===== config.mk =====
export PLATFORM = sky130hd
export DESIGN_NAME = ifft_out_unloader
export DESIGN_NICKNAME = d
export VERILOG_FILES = /design/src/rtl/ifft_out_unloader.sv
export SDC_FILE = /design/constraint.sdc
export NUM_CORES = 2
export LEC_CHECK = 0
export BUFFER_PORTS_ARGS = -buffer_cell sky130_fd_sc_hd__buf_2
export CORE_AREA = 3 3 398 400
export DETAILED_ROUTE_END_ITERATION = 10
export DIE_AREA = 0 0 401 403
export PLACE_DENSITY = 0.75
export SLEW_MARGIN = 40
export SYNTH_ARGS = -nofsm -noshare
export SYNTH_HDL_FRONTEND = slang
export SYNTH_SLANG_ARGS = --single-unit

===== constraint.sdc =====
create_clock -name clk -period 4.9 [get_ports clk]
set_clock_uncertainty 0.05 [all_clocks]
set_input_delay 0.49 -clock clk [delete_from_list [all_inputs] [get_ports clk]]
set_output_delay 0.49 -clock clk [all_outputs]
set_load 0.05 [all_outputs]

===== src/rtl/ifft_out_unloader.sv =====
// Single-buffer unloader: captures one frame of IFFT results, then streams it out
// in natural index order (optionally bit-reversed read) with rounding and saturation.
module ifft_out_unloader #(
    parameter int N      = 32,
    parameter int IW     = 36,
    parameter int OW     = 29,
    parameter int FRAC   = 4,
    parameter bit BITREV = 1'b1,
    localparam int AW    = $clog2(N)
) (
    input  logic          clk,
    input  logic          rst,
    input  logic          in_valid,
    output logic          in_ready,
    input  logic [IW-1:0] in_re,
    input  logic [IW-1:0] in_im,
    input  logic          in_last,
    output logic          out_valid,
    input  logic          out_ready,
    output logic [OW-1:0] out_re,
    output logic [OW-1:0] out_im,
    output logic [AW-1:0] out_idx,
    output logic          out_last,
    output logic          out_sat,
    output logic          frame_err
);

    typedef enum logic {FILL, DRAIN} state_t;

    localparam logic signed [IW:0] HALF = (IW+1)'(2 ** (FRAC - 1));
    localparam logic signed [IW:0] SMAX = {{(IW-OW+2){1'b0}}, {(OW-1){1'b1}}};
    localparam logic signed [IW:0] SMIN = {{(IW-OW+2){1'b1}}, {(OW-1){1'b0}}};

    state_t             state;
    logic [AW-1:0]      wcnt;
    logic [AW-1:0]      rcnt;
    logic [AW-1:0]      rd_idx;
    logic [AW-1:0]      rd_addr;
    logic [2*IW-1:0]    mem [N];
    logic [2*IW-1:0]    rd_data;
    logic [OW:0]        re_rs;
    logic [OW:0]        im_rs;
    logic               wr_en;

    function automatic logic [AW-1:0] bitrev(input logic [AW-1:0] a);
        logic [AW-1:0] r;
        r = '0;
        for (int i = 0; i < AW; i++) begin
            r[i] = a[AW-1-i];
        end
        return r;
    endfunction

    // Returns {saturated, value}; the sum is one bit wider so the rounding add cannot overflow.
    function automatic logic [OW:0] round_sat(input logic [IW-1:0] x);
        logic signed [IW:0] t;
        logic signed [IW:0] s;
        t = {x[IW-1], x} + HALF;
        s = t >>> FRAC;
        if (s > SMAX) begin
            return {1'b1, 1'b0, {(OW-1){1'b1}}};
        end else if (s < SMIN) begin
            return {1'b1, 1'b1, {(OW-1){1'b0}}};
        end else begin
            return {1'b0, s[OW-1:0]};
        end
    endfunction

    assign wr_en = (state == FILL) && in_valid && in_ready;

    always_ff @(posedge clk) begin
        if (wr_en) begin
            mem[wcnt] <= {in_re, in_im};
        end
    end

    // While a sample is held, the read port already looks one index ahead for the reload.
    always_comb begin
        rd_idx  = out_valid ? rcnt + AW'(1) : rcnt;
        rd_addr = BITREV ? bitrev(rd_idx) : rd_idx;
        rd_data = mem[rd_addr];
        re_rs   = round_sat(rd_data[2*IW-1:IW]);
        im_rs   = round_sat(rd_data[IW-1:0]);
    end

    always_ff @(posedge clk) begin
        if (rst) begin
            state     <= FILL;
            wcnt      <= '0;
            rcnt      <= '0;
            in_ready  <= 1'b1;
            out_valid <= 1'b0;
            out_re    <= '0;
            out_im    <= '0;
            out_idx   <= '0;
            out_last  <= 1'b0;
            out_sat   <= 1'b0;
            frame_err <= 1'b0;
        end else begin
            frame_err <= 1'b0;
            case (state)
                FILL: begin
                    if (in_valid && in_ready) begin
                        if (wcnt == AW'(N - 1)) begin
                            frame_err <= !in_last;
                            wcnt      <= '0;
                            rcnt      <= '0;
                            in_ready  <= 1'b0;
                            state     <= DRAIN;
                        end else if (in_last) begin
                            frame_err <= 1'b1;
                            wcnt      <= '0;
                        end else begin
                            wcnt <= wcnt + AW'(1);
                        end
                    end
                end
                DRAIN: begin
                    if (!out_valid || out_ready) begin
                        if (out_valid && out_last) begin
                            out_valid <= 1'b0;
                            in_ready  <= 1'b1;
                            rcnt      <= '0;
                            state     <= FILL;
                        end else begin
                            out_valid <= 1'b1;
                            rcnt      <= rd_idx;
                            out_idx   <= rd_idx;
                            out_last  <= (rd_idx == AW'(N - 1));
                            out_re    <= re_rs[OW-1:0];
                            out_im    <= im_rs[OW-1:0];
                            out_sat   <= re_rs[OW] | im_rs[OW];
                        end
                    end
                end
                default: state <= FILL;
            endcase
        end
    end

endmodule


Word-level counts from Yosys, hierarchy flattened

Memory sizes are Yosys's and may differ from the RTL's.
Index checks and enable logic that the tools add are counted.

Flip-flop bits (word level): 79
Bits in latches: 0
Bits in writable memories: 2304
ROM bits: 0
Output and inout port bits: 68
Memories: 1

$add $sub $neg: 4
$mul: 0
Divide/modulo/power cells: 0
Order comparisons: 4
Equality and inequality tests: 6
Shift operators: 0
Mux-type cells: 26
Bitwise logic cells: 4
Reduce and logical (&&, ||, !) cells: 13

Memories:

| name | depth | width | read ports | clocked after Yosys merged registers in | wr ports | RTL line | text |
|---|---|---|---|---|---|---|---|
| mem  | 32    | 72    | 1          | 0                                       | 1        | 39       | `logic [2*IW-1:0] mem [N];` |

Operator list:

| kind                    | number |
|---|---|
| $mux W30                | 4 |
| $add A36 B5 Y37 const B | 2 |
| $gt A33 B29 Y1 const B  | 2 |
| $lt A33 B29 Y1 const B  | 2 |
| $mux W5                 | 7 |
| $mux W1                 | 12 |
| $add A5 B1 Y5 const B   | 2 |
| $eq A5 B5 Y1 const B    | 2 |
| $pmux W5 S2             | 1 |
| $ne A2 B1 Y1 const B    | 4 |
| $reduce_and A3 Y1       | 2 |
| $logic_and A1 B1 Y1     | 4 |
| $pmux W1 S2             | 2 |
| $reduce_and A2 Y1       | 2 |
| $reduce_and A4 Y1       | 1 |
| $not A1 Y1              | 3 |
| $reduce_or A3 Y1        | 1 |
| $logic_not A1 Y1        | 2 |
| $logic_or A1 B1 Y1      | 1 |
| $or A1 B1 Y1            | 1 |

Logic depth before layout (Yosys ltp)

An unclocked memory read counts as a cell.

Depth in word-level cells: 8
Depth in mapped cells: 29
Mapped depth without buffers: 17

Worst setup path before layout

OpenSTA, ideal clock, no wires.

Kind: register -> register
Start point: register out_valid
End point: register out_im[7]
Library setup time: 0.122 ns
Data arrival time: 4.981 ns
Required time: 4.728 ns
Slack: -0.253 ns
Cell stages (with the launch flop): 28
Buffers on the path: 11
Clock period less this slack: 5.153 ns
Cells stage by stage: dfxtp_1 > nand4_4 > xnor2_4 > buf_6 > buf_12 > buf_12 > buf_12 > buf_12 > buf_12 > buf_12 > buf_12 > buf_6 > nand2_1 > a32oi_1 > o211ai_1 > nand4_1 > ha_1 > o21ai_0 > nor4_2 > nand3b_1 > nor4_2 > and4_2 > o2111a_1 > o211ai_2 > and3_1 > buf_6 > buf_8 > a221o_1

Longest elaborated chain between the ends: 6
Elaborated cells between the ends (all ways): 12

RTL lines:

| item                     | RTL line | text |
|---|---|---|
| start: declaration       | 18       | `output logic out_valid,` |
| start signal: assignment | 92       | `out_valid <= 1'b0;` |
| start signal: assignment | 121      | `out_valid <= 1'b0;` |
| start signal: assignment | 126      | `out_valid <= 1'b1;` |
| $mux W5                  | 79       | `rd_idx = out_valid ? rcnt + AW'(1) : rcnt;` |
| $mem_v2 Z32 W72          | n/a      |  |
| $add A36 B5 Y37          | 58       | `t = {x[IW-1], x} + HALF;` |
| $lt A33 B29 Y1           | 62       | `end else if (s < SMIN) begin` |
| $mux W30                 | 62       |  |
| $mux W30                 | 60       | `if (s > SMAX) begin` |
| end signal: assignment   | 131      | `out_im <= im_rs[OW-1:0];` |
| end: declaration         | 21       | `output logic [OW-1:0] out_im,` |

Several ways; a longest one is shown, not always the timed one.
A chain may end at the register's enable or synchronous reset.

Final worst setup path

Start point: register rcnt[1]
End point: register out_re[9]

Longest elaborated chain between the ends: 7
Elaborated cells between the ends (all ways): 8

RTL lines:

| item                     | RTL line | text |
|---|---|---|
| start: declaration       | 36       | `logic [AW-1:0] rcnt;` |
| start signal: assignment | 127      | `rcnt <= rd_idx;` |
| $add A5 B1 Y5            | 79       |  |
| $mux W5 *                | 79       |  |
| $mem_v2 Z32 W72 *        | n/a      |  |
| $add A36 B5 Y37 *        | 58       |  |
| $lt A33 B29 Y1           | 62       |  |
| $mux W30                 | 62       |  |
| $mux W30 *               | 60       |  |
| end signal: assignment   | 130      | `out_re <= re_rs[OW-1:0];` |
| end: declaration         | 20       | `output logic [OW-1:0] out_re,` |

Mark *: on every way between the ends. The rest lies on a longest branch, timed or not.

==> flow_summary.json <==
{
  "hpwl_um": 143800,
  "status": "complete, no violations",
  "synth_xor_area_share_pct": 0.6465,
  "viasPerCell": 6.733,
  "place_area_um2": 92660,
  "holdWs_ns": 0.08728,
  "synth_compound_area_share_pct": 5.180,
  "area_growth_pct": 16.21,
  "ys.flop_type": "edfxtp_1",
  "crit_fanout": 25,
  "wl_per_cell_um": 33.19,
  "drt-pass1-iter-count": 6,
  "ctsLongestPathBuffers": 3,
  "design_area_um2": 100500,
  "syn_area_per_cell_um2": 17.97,
  "gp_congestion": 0.8882,
  "num-fill-cells": 9968,
  "die_area_um2": 161600,
  "syn-num-nets": 4899,
  "seq_area_um2": 65010,
  "yosys-mux-area-fraction_pct": 9.957,
  "antenna_left": 0,
  "fmax_ghz": 0.2057,
  "finalHoldViolCount": 0,
  "cts_buffers": 206,
  "fin_tns_setup_ns": 0,
  "cp.arrival_ns": 5.51,
  "insertion_delay_ns": 0.83,
  "fin_crit_ns": 4.862,
  "nets": 5506,
  "ir_drop_mv": 0.3543,
  "syn_area_um2": 86500,
  "synthDistinctLibCells": 109,
  "synth.top_cell.area_share_pct": 73.32,
  "end_kind": "flip-flop",
  "maxCapViolCount": 0,
  "gr-total-overflow": 0,
  "cts.reportedPaths.clkPinSlew_ns": 0.07,
  "max_slew.worst_pin.slew_ns": 0.9163,
  "synth-simple-area-share_pct": 6.221,
  "drive_gt1_share_pct": 24.16,
  "final_cells": 7662,
  "slew_viol_final": 0,
  "cts_root_buf": "clkbuf_16",
  "dp_cells": 7210,
  "criticalPathCategory": "reg2reg",
  "finalSetupViolCount": 0,
  "synth_largest_area_cell": "edfxtp_1",
  "postLayoutCoreUtil_pct": 64.58,
  "wirelength_um": 254300,
  "ys_async_sr_fraction_pct": 0,
  "synth-edff-count": 2112,
  "first_global_vias": 50070,
  "row_count": 145,
  "cp-start-kind": "flip-flop",
  "antenna_found_initial": 22,
  "yosys.area_share.adder_pct": 0.1157,
  "multiInputGateArea_um2": 19940,
  "grt_usage_pct": 30.93,
  "num_vias": 51590,
  "h-tree-depth": 4,
  "final_common_cell": "edfxtp_1",
  "port_buffers": 138,
  "worstHoldPathType": "in2reg",
  "period_share_pct": 99.23,
  "clkSinkCount": 2191,
  "core_area_um2": 155700,
  "netlist_instances": 4814,
  "yosysSeqAreaShare_pct": 75.14,
  "synth_area_leaders": "edfxtp_1, mux4_2, nand2_1, mux2i_1, mux4_1",
  "grt_pass1_wl_um": 356800,
  "die_y_um": 403,
  "first_iter_violations": 8714,
  "powerDensity_nw_per_um2": 364.3,
  "drc": 0,
  "final_cell_mix": "edfxtp_1, nand2_1, buf_4",
  "critPathRequiredTime_ns": 5.55,
  "initial_utilization_pct": 55.57,
  "synth_top_family_by_area": "multiplexers",
  "ys_ff_latch": 2191,
  "cts_tree": "built",
  "grt_max_degree": 67,
  "die_x_um": 401,
  "slew_headroom_pct": 38.77,
  "synth_warnings": 0,
  "num_io_pins": 145,
  "p_leak_uw": 0.03255
}
[through the flow]
step / power, µW / setup WS [ns]
2_1_floorplan: 21220 / 0.003953
3_3_place_gp: 21680 / -0.3517
3_5_place_dp: 21720 / -0.5803
4_1_cts: 36660 / -0.005042
5_1_grt: 37460 / -0.06982
6_report: 36620 / 0.03793
[worst max-delay path, stage by stage (launching register included)]
cell	delay, ns
dfxtp_2	0.38
buf_4	0.14
buf_8	0.13
nand4_4	0.12
buf_4	0.19
xor2_4	0.15
buf_12	0.14
buf_12	0.21
buf_12	0.25
buf_4	0.26
nand2_1	0.09
a21oi_1	0.28
a2111oi_4	0.08
buf_4	0.19
nand4_1	0.18
o211a_1	0.21
and4_4	0.28
and3_1	0.20
nor3_1	0.07
nor4_2	0.36
nor3_2	0.06
buf_4	0.19
buf_4	0.18
a221o_1	0.30
[sequential cells by signal, summed over array words and instances, names as in the netlist, 5 cells and up]
register / cells
out_im: 29
wcnt: 5
rcnt: 5
out_idx: 5
mem: 2112
out_re: 29
[per-layer routing]
metal | track usage, % | part of all wire, % | up-vias | routed length [µm]
met4 | 14.97 | 5.4 | 10 | 13840
met3 | 7.958 | 14 | 836 | 36200
li1 | - | - | 20620 | -
met1 | 41.82 | 34 | 25970 | 87390
met2 | 47.45 | 46 | 4163 | 116700
met5 | 0 | 0.031 | - | 80
[final cells by class]
class,count,area share [%]
flip-flops and latches,2191,64.67
multi-input cells,2334,19.84
repair buffers,676,6.487
clock buffers,264,5.532
well taps,2058,2.561
clock inverters,114,0.8376
inverters,12,0.04481
diodes,13,0.03236
[logic make-up after synthesis]
group / Yosys count
and+or+nand+nor: 1167
AOI/OAI and AO/OA: 602
buffers and inverters: 290
DFF: 2191
xor gates and xnor gates: 60
muxes: 496
adders and majority gates: 8
[report_power, final]
part	internal (µW)	switching, µW
clock network	8430	6810
registers	20600	15.2
logic	231	560
total	29200	7390
[path summary, 6_finish.rpt]
kind	start	slack, ns	cells after the start	end
max reg2reg	rcnt[1]	0.04	23	out_re[9]
max	rcnt[1]	0.04	23	out_re[9]
min reg2reg	out_im[16]	0.43	1	out_im[16]
min	in_re[14]	0.09	1	mem[12][50]
[what timing repair did]
| item | CTS | global route |
|---|---|---|
| setup buffers | 15 | 33 |
| cloned | 5 | 5 |
| endpoints found under the hold margin | 4 | 0 |
| hold buffers | 3 | 0 |
| pin swaps | 10 | 31 |
| endpoints found under the setup margin | 57 | 57 |
| gates resized for setup | 55 | 110 |
[synthesized netlist by cell type, types with 8 or more instances]
cell type	number
a21oi_1	93
buf_6	41
a22oi_1	13
buf_12	30
xnor2_1	31
edfxtp_1	2112
a32o_1	9
buf_8	13
nand4_1	47
mux2_2	26
nand2_1	712
o22ai_1	61
nor3_1	23
and4_1	12
buf_4	43
xor2_1	26
and3_1	33
a2111oi_0	14
o221ai_1	23
a22o_1	10
nand3_1	118
inv_1	12
o21ai_0	22
a32oi_1	52
buf_2	59
a31oi_1	87
nor2_1	110
o211ai_1	53
a211oi_1	41
mux2i_1	202
nand3b_1	10
mux4_2	198
and2_1	11
ha_1	8
a221o_1	55
mux4_1	70
buf_1	11
nor4_1	15
clkbuf_1	67
dfxtp_1	79
(Power assumes the default switching activity.)
